[src/rtl/seq_alu_unit.sv]
// Sequential ALU: single-cycle logic/arithmetic ops plus iterative MUL and shifts,
// with a start/busy/done handshake, registered result and {V,N,Z,C} status flags.
module seq_alu_unit #(
    parameter int WIDTH = 16
) (
    input  logic             clk,
    input  logic             reset,
    input  logic             start,
    input  logic [3:0]       funsel,
    input  logic             sflag,
    input  logic [WIDTH-1:0] x,
    input  logic [WIDTH-1:0] y,
    output logic             busy,
    output logic             done,
    output logic [WIDTH-1:0] z,
    output logic [3:0]       flags
);
    localparam int CNTW = $clog2(WIDTH);
    localparam logic [WIDTH-1:0] MIN_INT = {1'b1, {(WIDTH-1){1'b0}}};
    localparam logic [WIDTH-1:0] MAX_INT = ~MIN_INT;
    localparam logic [CNTW-1:0]  CNT_ONE = {{(CNTW-1){1'b0}}, 1'b1};

    typedef enum logic [1:0] {IDLE, RUN, FIN} state_t;

    state_t             state, state_nxt;
    logic [3:0]         op;
    logic               sf;
    logic [WIDTH-1:0]   a;
    logic [2*WIDTH-1:0] p;
    logic [CNTW-1:0]    cnt;

    logic [WIDTH:0]     add_sum;
    logic [WIDTH-1:0]   sc_z;
    logic               sc_c, sc_v;
    logic               is_iter;
    logic [WIDTH:0]     mul_sum;
    logic [2*WIDTH-1:0] p_nxt;
    logic [WIDTH-1:0]   a_nxt;
    logic               sh_out;
    logic               accept, load_z, fin_sf, c_val, v_val;
    logic [WIDTH-1:0]   z_val;

    // Single-cycle results, computed straight from the operand buses.
    // NOTE: every always_comb output gets a default first so no latch is inferred.
    always_comb begin
        add_sum = '0;
        sc_z    = '0;
        sc_c    = 1'b0;
        sc_v    = 1'b0;
        case (funsel)
            4'd1: sc_z = x;
            4'd2: begin
                add_sum = {1'b0, x} + {1'b0, y};
                sc_z    = add_sum[WIDTH-1:0];
                sc_c    = add_sum[WIDTH];
                sc_v    = (x[WIDTH-1] == y[WIDTH-1]) && (sc_z[WIDTH-1] != x[WIDTH-1]);
            end
            4'd3: begin
                sc_z = -x;
                sc_v = (x == MIN_INT);
            end
            4'd4: sc_z = x | y;
            4'd5: sc_z = ~x;
            4'd6: begin
                add_sum = {1'b0, x} + {{WIDTH{1'b0}}, 1'b1};
                sc_z    = add_sum[WIDTH-1:0];
                sc_c    = add_sum[WIDTH];
                sc_v    = (x == MAX_INT);
            end
            4'd7: begin
                sc_z = x - {{(WIDTH-1){1'b0}}, 1'b1};
                sc_v = (x == MIN_INT);
            end
            4'd9, 4'd10, 4'd11: sc_z = x;
            default: sc_z = '0;
        endcase
    end

    assign is_iter = (funsel == 4'd8) ||
                     ((funsel == 4'd9 || funsel == 4'd10 || funsel == 4'd11) &&
                      (y[CNTW-1:0] != '0));

    // One shift-add multiply step on p, and one single-bit shift on a.
    always_comb begin
        mul_sum = {1'b0, p[2*WIDTH-1:WIDTH]} + (p[0] ? {1'b0, a} : '0);
        p_nxt   = {mul_sum, p[WIDTH-1:1]};
        a_nxt   = a;
        sh_out  = 1'b0;
        case (op)
            4'd9: begin
                a_nxt  = {a[WIDTH-2:0], 1'b0};
                sh_out = a[WIDTH-1];
            end
            4'd10: begin
                a_nxt  = {1'b0, a[WIDTH-1:1]};
                sh_out = a[0];
            end
            4'd11: begin
                a_nxt  = {a[WIDTH-1], a[WIDTH-1:1]};
                sh_out = a[0];
            end
            default: ;
        endcase
    end

    always_comb begin
        state_nxt = state;
        accept    = 1'b0;
        load_z    = 1'b0;
        fin_sf    = sf;
        z_val     = sc_z;
        c_val     = sc_c;
        v_val     = sc_v;
        case (state)
            RUN: begin
                if (cnt == '0) begin
                    state_nxt = FIN;
                    load_z    = 1'b1;
                    v_val     = 1'b0;
                    if (op == 4'd8) begin
                        z_val = p_nxt[WIDTH-1:0];
                        c_val = |p_nxt[2*WIDTH-1:WIDTH];
                    end else begin
                        z_val = a_nxt;
                        c_val = sh_out;
                    end
                end
            end
            default: begin
                // IDLE and FIN accept a new op identically, giving back-to-back issue.
                if (start) begin
                    accept = 1'b1;
                    if (is_iter) begin
                        state_nxt = RUN;
                    end else begin
                        state_nxt = FIN;
                        load_z    = 1'b1;
                        fin_sf    = sflag;
                    end
                end else begin
                    state_nxt = IDLE;
                end
            end
        endcase
    end

    // NOTE: sequential state is written with non-blocking assignments only.
    always_ff @(posedge clk) begin
        if (reset) begin
            state <= IDLE;
            z     <= '0;
            flags <= '0;
        end else begin
            state <= state_nxt;
            if (load_z)
                z <= z_val;
            if (load_z && fin_sf)
                flags <= {v_val, z_val[WIDTH-1], (z_val == '0), c_val};
        end
    end

    // NOTE: the operand/iteration registers need no reset; they are always loaded on accept before use.
    always_ff @(posedge clk) begin
        if (accept) begin
            op  <= funsel;
            sf  <= sflag;
            a   <= x;
            p   <= {{WIDTH{1'b0}}, y};
            cnt <= (funsel == 4'd8) ? CNTW'(WIDTH - 1) : (y[CNTW-1:0] - CNT_ONE);
        end else if (state == RUN) begin
            a   <= a_nxt;
            p   <= p_nxt;
            cnt <= cnt - CNT_ONE;
        end
    end

    assign busy = (state == RUN);
    assign done = (state == FIN);

endmodule

[config.mk]
export PLATFORM = sky130hd
export DESIGN_NAME = seq_alu_unit
export DESIGN_NICKNAME = d
export VERILOG_FILES = /design/src/rtl/seq_alu_unit.sv
export SDC_FILE = /design/constraint.sdc
export NUM_CORES = 1
export LEC_CHECK = 0
export ABC_AREA = 1
export BUFFER_PORTS_ARGS = -buffer_cell sky130_fd_sc_hd__buf_2
export CAP_MARGIN = 20
export CORE_ASPECT_RATIO = 1.75
export CORE_MARGIN = 2
export CORE_UTILIZATION = 35
export DETAILED_ROUTE_END_ITERATION = 12
export SYNTH_ARGS = -nofsm -noshare
export SYNTH_HDL_FRONTEND = slang
export SYNTH_SLANG_ARGS = --single-unit
[constraint.sdc]
create_clock -name clk -period 4.6 [get_ports clk]
set_input_delay 0.92 -clock clk [delete_from_list [all_inputs] [get_ports clk]]
set_output_delay 0.92 -clock clk [all_outputs]
set_load 0.05 [all_outputs]
# Word level (Yosys, flattened, before mapping)
# Index checks and enable logic that the tools add are counted.
dict set report op_classes {
  add_sub_neg 7
  eq_ne 22
  mux 34
  bitwise 2
  reduce_logical 14
}
# op n
set op_table {}
lappend op_table {{$mux 16} 8}
lappend op_table {{$pmux 16 s7} 1}
lappend op_table {{$pmux 16 s3} 1}
lappend op_table {{$add 16x16->17} 2}
lappend op_table {{$eq 4x4->1 const B} 8}
lappend op_table {{$add 16x1->17 const B} 1}
lappend op_table {{$eq 16x15->1 const B} 1}
lappend op_table {{$eq 16x16->1 const B} 1}
lappend op_table {{$eq 4x3->1 const B} 4}
lappend op_table {{$logic_not 16->1} 1}
lappend op_table {{$neg 16->16} 1}
lappend op_table {{$not 16->16} 1}
lappend op_table {{$or 16x16->16} 1}
lappend op_table {{$reduce_or 16->1} 1}
lappend op_table {{$sub 16x1->16 const B} 1}
lappend op_table {{$mux 1} 14}
lappend op_table {{$mux 4} 3}
lappend op_table {{$eq 4x2->1 const B} 2}
lappend op_table {{$mux 2} 4}
lappend op_table {{$sub 4x1->4 const B} 2}
lappend op_table {{$eq 4x1->1 const B} 1}
lappend op_table {{$logic_not 4->1} 1}
lappend op_table {{$pmux 1 s2} 2}
lappend op_table {{$reduce_bool 4->1} 1}
lappend op_table {{11 further kinds} 16}
dict set report word_totals {
  reg_bits 79
  input_bits 40
  output_inout_bits 22
}

# Depth between registers and ports, before layout
# Gate-level depths: netlist of the first run.
dict set report logic_depth {
  ltp_word 9
  mapped_depth 20
  mapped_depth_nobuf 20
}

# Worst setup path after synthesis of the first run
# Ideal clock, no wire load.
dict set report synth_path {
  path_type {input -> register}
  from {in x[3]}
  to {reg flags[1]}
  arrival_ps 2634
  required_ps 4536
  setup_slack_ps 1903
  cell_stages 17
  cell_sequence {buf_2 > inv_1 > ha_1 > or2_2 > nand3_1 > nand3_1 > nand3_1 > nand3_1 > nand2_1 > nand2_1 > nor2_1 > nand2_1 > nor2_1 > nand3_1 > nor2_1 > nor2_1 > nor2_1}
}
dict set report synth_between {
  elab_chain_len 5
}
# item line_no
set synth_lines {}
lappend synth_lines {{from (decl)} 11} ;# input logic [WIDTH-1:0] x,
lappend synth_lines {{$sub 16x1->16 (tied with other cells)} 71} ;# sc_z = x - {{(WIDTH-1){1'b0}}, 1'b1};
lappend synth_lines {{$pmux 16 s7 *} 50} ;# case (funsel)
lappend synth_lines {{$mux 16} 116} ;# if (cnt == '0) begin
lappend synth_lines {{$mux 16 *} 114} ;# case (state)
lappend synth_lines {{$logic_not 16->1 *} 158} ;# flags <= {v_val, z_val[WIDTH-1], (z_val == '0), c_val};
lappend synth_lines {{to (signal assigned)} 158}
lappend synth_lines {{to (decl)} 16} ;# output logic [3:0] flags
# Mark *: on every way between the ends. The rest lies on a longest branch, timed or not.
# A chain may end at the register's enable or synchronous reset.

# Worst setup path after layout of the first run
dict set report layout_path {
  from {in y[1]}
  to {reg z[7]}
}
dict set report layout_between {
  elab_chain_len 6
}
# item line_no
set layout_lines {}
lappend layout_lines {{from (decl)} 12} ;# input logic [WIDTH-1:0] y,
lappend layout_lines {{branches (longest 6 deep; another with $add 16x16->17)} -}
lappend layout_lines {{to (signal assigned)} 156} ;# z <= z_val;
lappend layout_lines {{to (decl)} 15} ;# output logic [WIDTH-1:0] z,
# Parallel ways; which one is timed is not known.

==> results of run 1 <==
through the flow:
stage | std cells | area [µm²] | utilization (%)
floorplan | 1299 | 7861 | -
global placement | 1628 | 8429 | 38.19
detailed placement | 1628 | 8429 | 38.19
CTS | 1644 | 8751 | 39.65
global route | 1645 | 8758 | 39.68
finish | 1645 | 8758 | 39.68
Yosys cell counts (3+ instances only):
cell	count	area (µm²)
inv_1	169	634.4
nand2_1	437	1640
o21bai_1	23	172.7
clkbuf_1	18	67.56
o211ai_1	10	75.07
buf_1	3	11.26
o21ai_0	90	450.4
buf_2	12	60.06
nor2_2	8	50.05
or2_2	5	31.28
a21oi_1	36	180.2
nand2_2	3	18.77
ha_1	53	663.1
dfxtp_1	38	760.7
nor2_1	134	503.0
nor3_1	7	35.03
nand3_1	133	665.6
xor2_1	10	87.58
nand3b_1	13	97.59
a31oi_1	9	56.30
buf_6	3	33.78
edfxtp_1	41	1231
xnor2_1	4	35.03
nand4_1	12	75.07
kinds of logic (layout without fill, tap and decap cells):
kind of cell | Yosys count | count (layout) | synth area share [%]
flops | 79 | 79 | 25.34
xor+xnor | 14 | 14 | 1.560
fa+ha+maj | 55 | 55 | 8.945
simple gates | 759 | 759 | 40.35
buf+inv | 211 | 261 | 10.65
compound gates | 181 | 181 | 13.16
sequential cells by signal, summed over array words and instances (netlist names):
signal	cells
a	16
cnt	4
flags	4
op	4
p	32
sf	1
state	2
z	16
final cells by class:
cell class                      instances  area (µm²)
Timing Repair Buffer                   72       387.9
Tap cell                              296       370.4
Sequential cell                        79        1992
Inverter                              173       649.4
Fill cell                            2393       13310
Clock buffer                           12       289.0
Multi-Input combinational cell       1009        5037
Clock inverter                          4       32.53
metal layers:
layer  up-vias  global-route usage, %
li1       4285                      -
met1      3817                  24.08
met2       287                  46.43
met3       120                  2.519
met4         0                  17.94
met5         -                      0
where the power goes:
part | internal, mW | switching (mW)
clock | 0.449 | 0.314
combinational | 0.200 | 0.470
sequential | 0.812 | 0.0459
total | 1.46 | 0.830
path summary, 6_finish.rpt:
check / depth (start not counted) / slack [ns] / endpoint
worst max-delay path: 10 / 1.46 / z[7]
worst min register to register: 2 / 0.48 / p[18]
worst min-delay path: 2 / 0.48 / p[18]
worst max register to register: 16 / 1.50 / flags[0]
critical path: cells and delay by family:
kind            cells  cell delay, ns
compound gates      2            0.77
buf+inv             4            0.59
simple gates        3            0.87
fa+ha+maj           1            0.23
==> results.md, run 1 <==
- Outcome: finished clean
- CP max FO: 25
- IO Pins: 62
- Critical path launch point: y[1]
- Worst slack, placed: 1.064 ns
- Max_cap viols: 0
- IO buf count: 61
- Most common cell on crit path: inv_1
- Post-synth top flop: edfxtp_1
- Initial antenna violation count: 0
- Number of flops mapped to enable cells by yosys: 41
- DRT Pass-1 Iters: 5
- Tot GR Track Use: 24.78%
- Min Hold Slack: 0.4806 ns
- CTS tree: built
- CORE AREA: 0.02207 mm²
- Routability cong.: 1.035
- DR iter-0 viols: 601
- Static leakage: 4.656 nW
- Clock-pin slew on the worst setup and hold paths: 0.06 ns
- Pin count of the biggest net entering global routing: 59
- Endpoints failing setup: 0
- CP arrival: 3.38 ns
- Mapped Nets: 1394
- Nets@finish: 1439
- Layout cell share with drive strength beyond 1: 8.228%
- Metal2 WL: 15170 µm
- FFs w/ async S/R, synth: 0%
- Min cycle time layout: 3.138 ns
- Antenna Nets Post-Route: 0
- Total grt overflow: 0
- Drc violations: 0
- Seq cells post-synth: 79
- Met1 Wirelength: 9743 µm
- Cell variety after synth: 44
- Worst Hold Class: reg2reg
- Req. time, crit path: 4.85 ns
- WL met3: 1053 µm
- Routed WL per cell: 17.22 µm
- Number of global-route vias before repair: 8491
- CP Launch Type: input pin
- Syn Inst Count: 1299
- Tightest Pin Transition: 0.9245 ns
- DP Wirelength: 23280 µm
- Post-Route WL: 28320 µm
- Clock sinks: 79
- Syn_area_per_cell: 6.052 µm²
- DIE AREA: 0.02372 mm²
- # rows: 72
- Top Layer Used: met4
- Peak VDD IR: 0.1576 mV
- Hold Path Origin: p[18]
- Die X: 117.3 µm
- Slowest stage cell, crit path: nand2_1
- RSZ-0062 raised after global routing: no
- TNS Setup: 0 ns
- Yosys warnings: 0
- Worst Setup Slack, final: 1.462 ns
- Seq/Total Area, Yosys: 25.34%
- Clock Path Buffers: 2
- Commonest non-fill, non-tap cells in the layout: 437 x nand2_1, 169 x inv_1, 134 x nor2_1
- Starting Density: 35.62%
- CTS buffer count: 9
- Worst-path cell chain: buf_2 -> inv_1 -> ha_1 -> nand3_1 -> o21ai_0 -> nand2_1 -> nand2_1 -> inv_1 -> o21bai_1 -> inv_1
- Post_cts resized: 0
- H-tree Lvls: 3
- Crit path largest cell delay: 0.68 ns
- Die Y-Extent: 202.3 µm
- Max Clk Rate: 318.7 MHz
- CTS Hold Buffers Added: 0
- Clock Skew: 0.007119 ns
- First-pass GRT wire length: 44820 µm
- Area grow syn2layout: 11.41%
- Pins Over Slew Limit: 0
- Final period util: 68.22%
- N_diodes: 0
- Commonest non-fill, non-tap cell in the layout: nand2_1
- Setup Fix Bufs, Post-CTS: 0
- Slew headroom: 38.03%
- Hold Vio Cnt, Final: 0
- Root buf cell: clkbuf_16
- Total power: 2.291 mW
- Clk_lat worst skew: 0.35 ns
- CP endpoint kind: flip-flop
- Power density cells: 261.6 mW/mm²
- Vias per cell: 5.173
- Setup Crit Path Kind: in2reg
- Reg-to-reg critical path startpoint: p[0]
- Mapped cell area: 0.007861 mm²
- Vias: 8509
Note: power is estimated with default switching activity, not from simulation.
==> run 2: changes to the inputs <==
- ABC_AREA: 1 -> 0
- clock period: 4.6 -> 3.2 ns (I/O delays scaled with it)
==> run 2 against run 1 <==
Against the previous run:
- setup slack worse by 1.4 ns
- synthesized area down 10%
- via count shrank 9.9%
- routed wire length is 6.1% lower
- non-clock buffer count increased by 170
- critical path depth rose by 2
- die area fell by 10%
- total power grew 47%
- sequential power is 42% higher
- clock power up 38%
- clock-buffer cell count fell by 2
- global-route usage about the same
- highest routed layer unchanged
==> results.md, run 2 <==
- H-tree Lvls: 3 (unchanged)
- # rows: 68 (-5.6%)
- IO Pins: 62 (unchanged)
- Mapped cell area: 0.007058 mm² (-10%)
- Max reg flops: 32 (unchanged)
- Root buf cell: clkbuf_16
- First-pass GRT wire length: 41370 µm (-7.7%)
- Clock Skew: 0.006999 ns (-0.0001199 ns)
- CORE AREA: 0.01974 mm² (-11%)
- R2r setup slk: 0.14 ns (-1.36 ns)
- Post-route core utilization: 46.49% (+6.8 points)
- Pin count of the biggest net entering global routing: 71 (+20%)
- Peak VDD IR: 0.2762 mV (+75%)
- Vias: 7663 (-9.9%)
- Commonest non-fill, non-tap cell in the layout: buf_4
- Drc violations: 0 (unchanged)
- CP max FO: 5 (-80%)
- Worst-path cell chain: buf_8 -> buf_6 -> or4_4 -> o21a_1 -> or3_1 -> a2111o_1 -> a21oi_2 -> nand4_1 -> nor4_2 -> buf_4 -> nand4_1 -> o21ai_1
- Die X: 111.3 µm (-5.1%)
- CP arrival: 3.45 ns (+0.07 ns)
- Crit path depth: 12 (+2)
- Total power: 3.367 mW (+47%)
- CTS Hold Buffers Added: 0 (unchanged)
- Layout cell share with drive strength beyond 1: 27.01% (+19 points)
- Synth cell count leaders: 83 x nor2_1, 69 x o21ai_0, 64 x a21oi_1
- Reg with most FFs: p
- Total grt overflow: 0 (unchanged)
- DIE AREA: 0.02136 mm² (-10%)
- Tightest Pin Transition: 1.063 ns (+0.1381 ns)
- Yosys top cell area share: 17.44% (-3.4 points)
- Crit path buffers/inverters: 3 (-1)
- Pins Over Slew Limit: 0 (unchanged)
- Post-synth top flop: edfxtp_1
- Hold EP: z[10]
- Hold path cells: 2 (unchanged)
- Req. time, crit path: 3.48 ns (-1.37 ns)
- Hold Vio Cnt, Final: 0 (unchanged)
- Seq/Total Area, Yosys: 28.22% (+2.9 points)
- RSZ-0062 raised after global routing: yes
- Nets@finish: 1160 (-19%)
- N_diodes: 0 (unchanged)
- Slowest stage cell, crit path: or4_4
- Mapped Nets: 966 (-31%)
- Worst reg2reg path depth: 12 (-4)
- Min Hold Slack: 0.4600 ns (-0.02063 ns)
- DRT Pass-1 Iters: 5 (unchanged)
- Reg-to-reg critical path startpoint: p[0]
- Starting Density: 35.76% (+0.14 points)
- Post-Route WL: 26580 µm (-6.1%)
- Hold Path Origin: z[10]
- Number of flops mapped to enable cells by yosys: 41 (unchanged)
- Syn_area_per_cell: 8.103 µm² (+34%)
- Clock Path Buffers: 2 (unchanged)
- Final cell count without fillers: 1315 (-20%)
- Number of global-route vias before repair: 7718 (-9.1%)
- Die Y-Extent: 191.9 µm (-5.1%)
- CP Launch Type: input pin
- FFs w/ async S/R, synth: 0% (unchanged)
- Outcome: finished clean
- Slew headroom: 29.15% (-8.9 points)
- DR iter-0 viols: 538 (-10%)
- Yosys warnings: 0 (unchanged)
- Vias per cell: 5.827 (+13%)
- Worst R2R End: flags[0]
- Final period util: 98.92%
- CTS buffer count: 9 (unchanged)
- Min cycle time layout: 3.165 ns
- Seq cells post-synth: 79 (unchanged)
- Synth area leaders: edfxtp_1 17%, dfxtp_1 11%, ha_1 9.4%, o21ai_0 4.9%, a21oi_1 4.5%
- Syn Inst Count: 871 (-33%)
- Clock-pin slew on the worst setup and hold paths: 0.06 ns (about the same)
- Static leakage: 4.001 nW (-14%)
- Largest area contributor in the netlist: edfxtp_1
- Top-count cell post-synth: nor2_1
- CTS tree: built
- Endpoints failing setup: 0 (unchanged)
- Antenna Nets Post-Route: 0 (unchanged)
- Setup Crit Path Kind: in2reg
- Power density cells: 366.9 mW/mm² (+40%)
- Most common cell on crit path: nand4_1
- Max_cap viols: 0 (unchanged)
- Biggest regs: p: 32 flops, a: 16 flops, z: 16 flops
- Tot GR Track Use: 24.75% (-0.037 points)
- Critical path launch point: x[0]
- IO buf count: 61 (unchanged)
- DP Wirelength: 21910 µm (-5.9%)
- Clock sinks: 79 (unchanged)
- Cell variety after synth: 77 (+75%)
- TNS Setup: 0 ns (unchanged)
- Area grow syn2layout: 30.01%
- # placed instances: 1294 (-21%)
- Routed WL per cell: 20.22 µm (+17%)
- CP endpoint kind: flip-flop
- Initial antenna violation count: 0 (unchanged)
- Critical path's top delay family: simple AND/OR/NAND/NOR gates
- Commonest non-fill, non-tap cells in the layout: 178 x buf_4, 83 x nor2_1, 67 x o21ai_0
- Worst Hold Class: reg2reg
- Routability cong.: 1.024 (-1.0%)
- Clk_lat worst skew: 0.35 ns (about the same)
- Max Clk Rate: 315.9 MHz
- Crit path largest cell delay: 0.53 ns (-0.15 ns)
run 2: changes by cell type after synthesis, sizes merged, moves of 28 or more:
cell | before | now
nor2 | 144 | 83
inv | 171 | 50
a21oi | 36 | 64
nand2 | 440 | 54
clkbuf | 18 | 51
nand3 | 133 | 14
run 2: how the worst max path moves through the flow:
stage	to	slack, ns
2_1_floorplan	flags[1]	0.04
3_3_place_gp	flags[1]	-0.41
3_5_place_dp	flags[1]	-0.45
4_1_cts	flags[1]	0.002
5_1_grt	flags[1]	-0.1
6_report	flags[1]	0.03
run 2: logic make-up (layout without fill, tap and decap cells):
| group | count (synthesis) | after routing | share of synthesized area [%] |
|---|---|---|---|
| AOI/OAI and AO/OA | 301 | 301 | 28.72 |
| xor gates and xnor gates | 33 | 33 | 4.095 |
| adders and majority gates | 55 | 55 | 9.963 |
| buffers and inverters | 109 | 308 | 6.169 |
| DFF | 79 | 79 | 28.22 |
| muxes | 8 | 8 | 1.135 |
| and+or+nand+nor | 286 | 286 | 21.70 |
run 2: layer usage:
metal / wire, µm / up-vias / global-route usage (%)
met2: 14490 / 245 / 48.52
met5: 0 / - / 0
met1: 9564 / 3656 / 25.24
met3: 901 / 87 / 1.988
met4: 1623 / 0 / 14.58
li1: - / 3675 / -
run 2: worst reg2reg max path, delay by kind of cell (launching register included):
family | cells | cell delay, ns
compound gates | 3 | 0.44
xor+xnor | 1 | 0.19
fa+ha+maj | 2 | 0.62
buf+inv | 1 | 0.16
flops | 1 | 0.40
simple gates | 5 | 1.12
run 2: timing repair:
item / 4_1_cts / 5_1_grt
gates cloned: 0 / 0
endpoints found under the setup margin: 1 / 8
pin swaps: 0 / 8
resized for setup: 2 / 17
buffers inserted: 0 / 5
run 2: stage by stage:
| step | instance area, µm² | setup WS (ns) |
|---|---|---|
| 6_report | 9176 | 0.03456 |
| 5_1_grt | 9176 | -0.09687 |
| 4_1_cts | 9075 | 0.002251 |
| 3_5_place_dp | 8765 | -0.4544 |
| 3_3_place_gp | 8765 | -0.4057 |
| 2_1_floorplan | 7058 | 0.03952 |
run 2: layout make-up:
class                   count  area [µm²]
flip-flops and latches     79        1992
well taps                 245       306.5
inverters                  50       187.7
multi-input cells         683        4683
repair buffers            242        1709
fillers                  2034       10560
clock inverters             6       58.81
clock buffers              10       239.0
run 2: where the power goes:
part / total [mW] / internal [mW] / switching [mW]
Clock: 1.05 / 0.622 / 0.431
Sequential: 1.22 / 1.16 / 0.0586
Combinational: 1.09 / 0.455 / 0.636
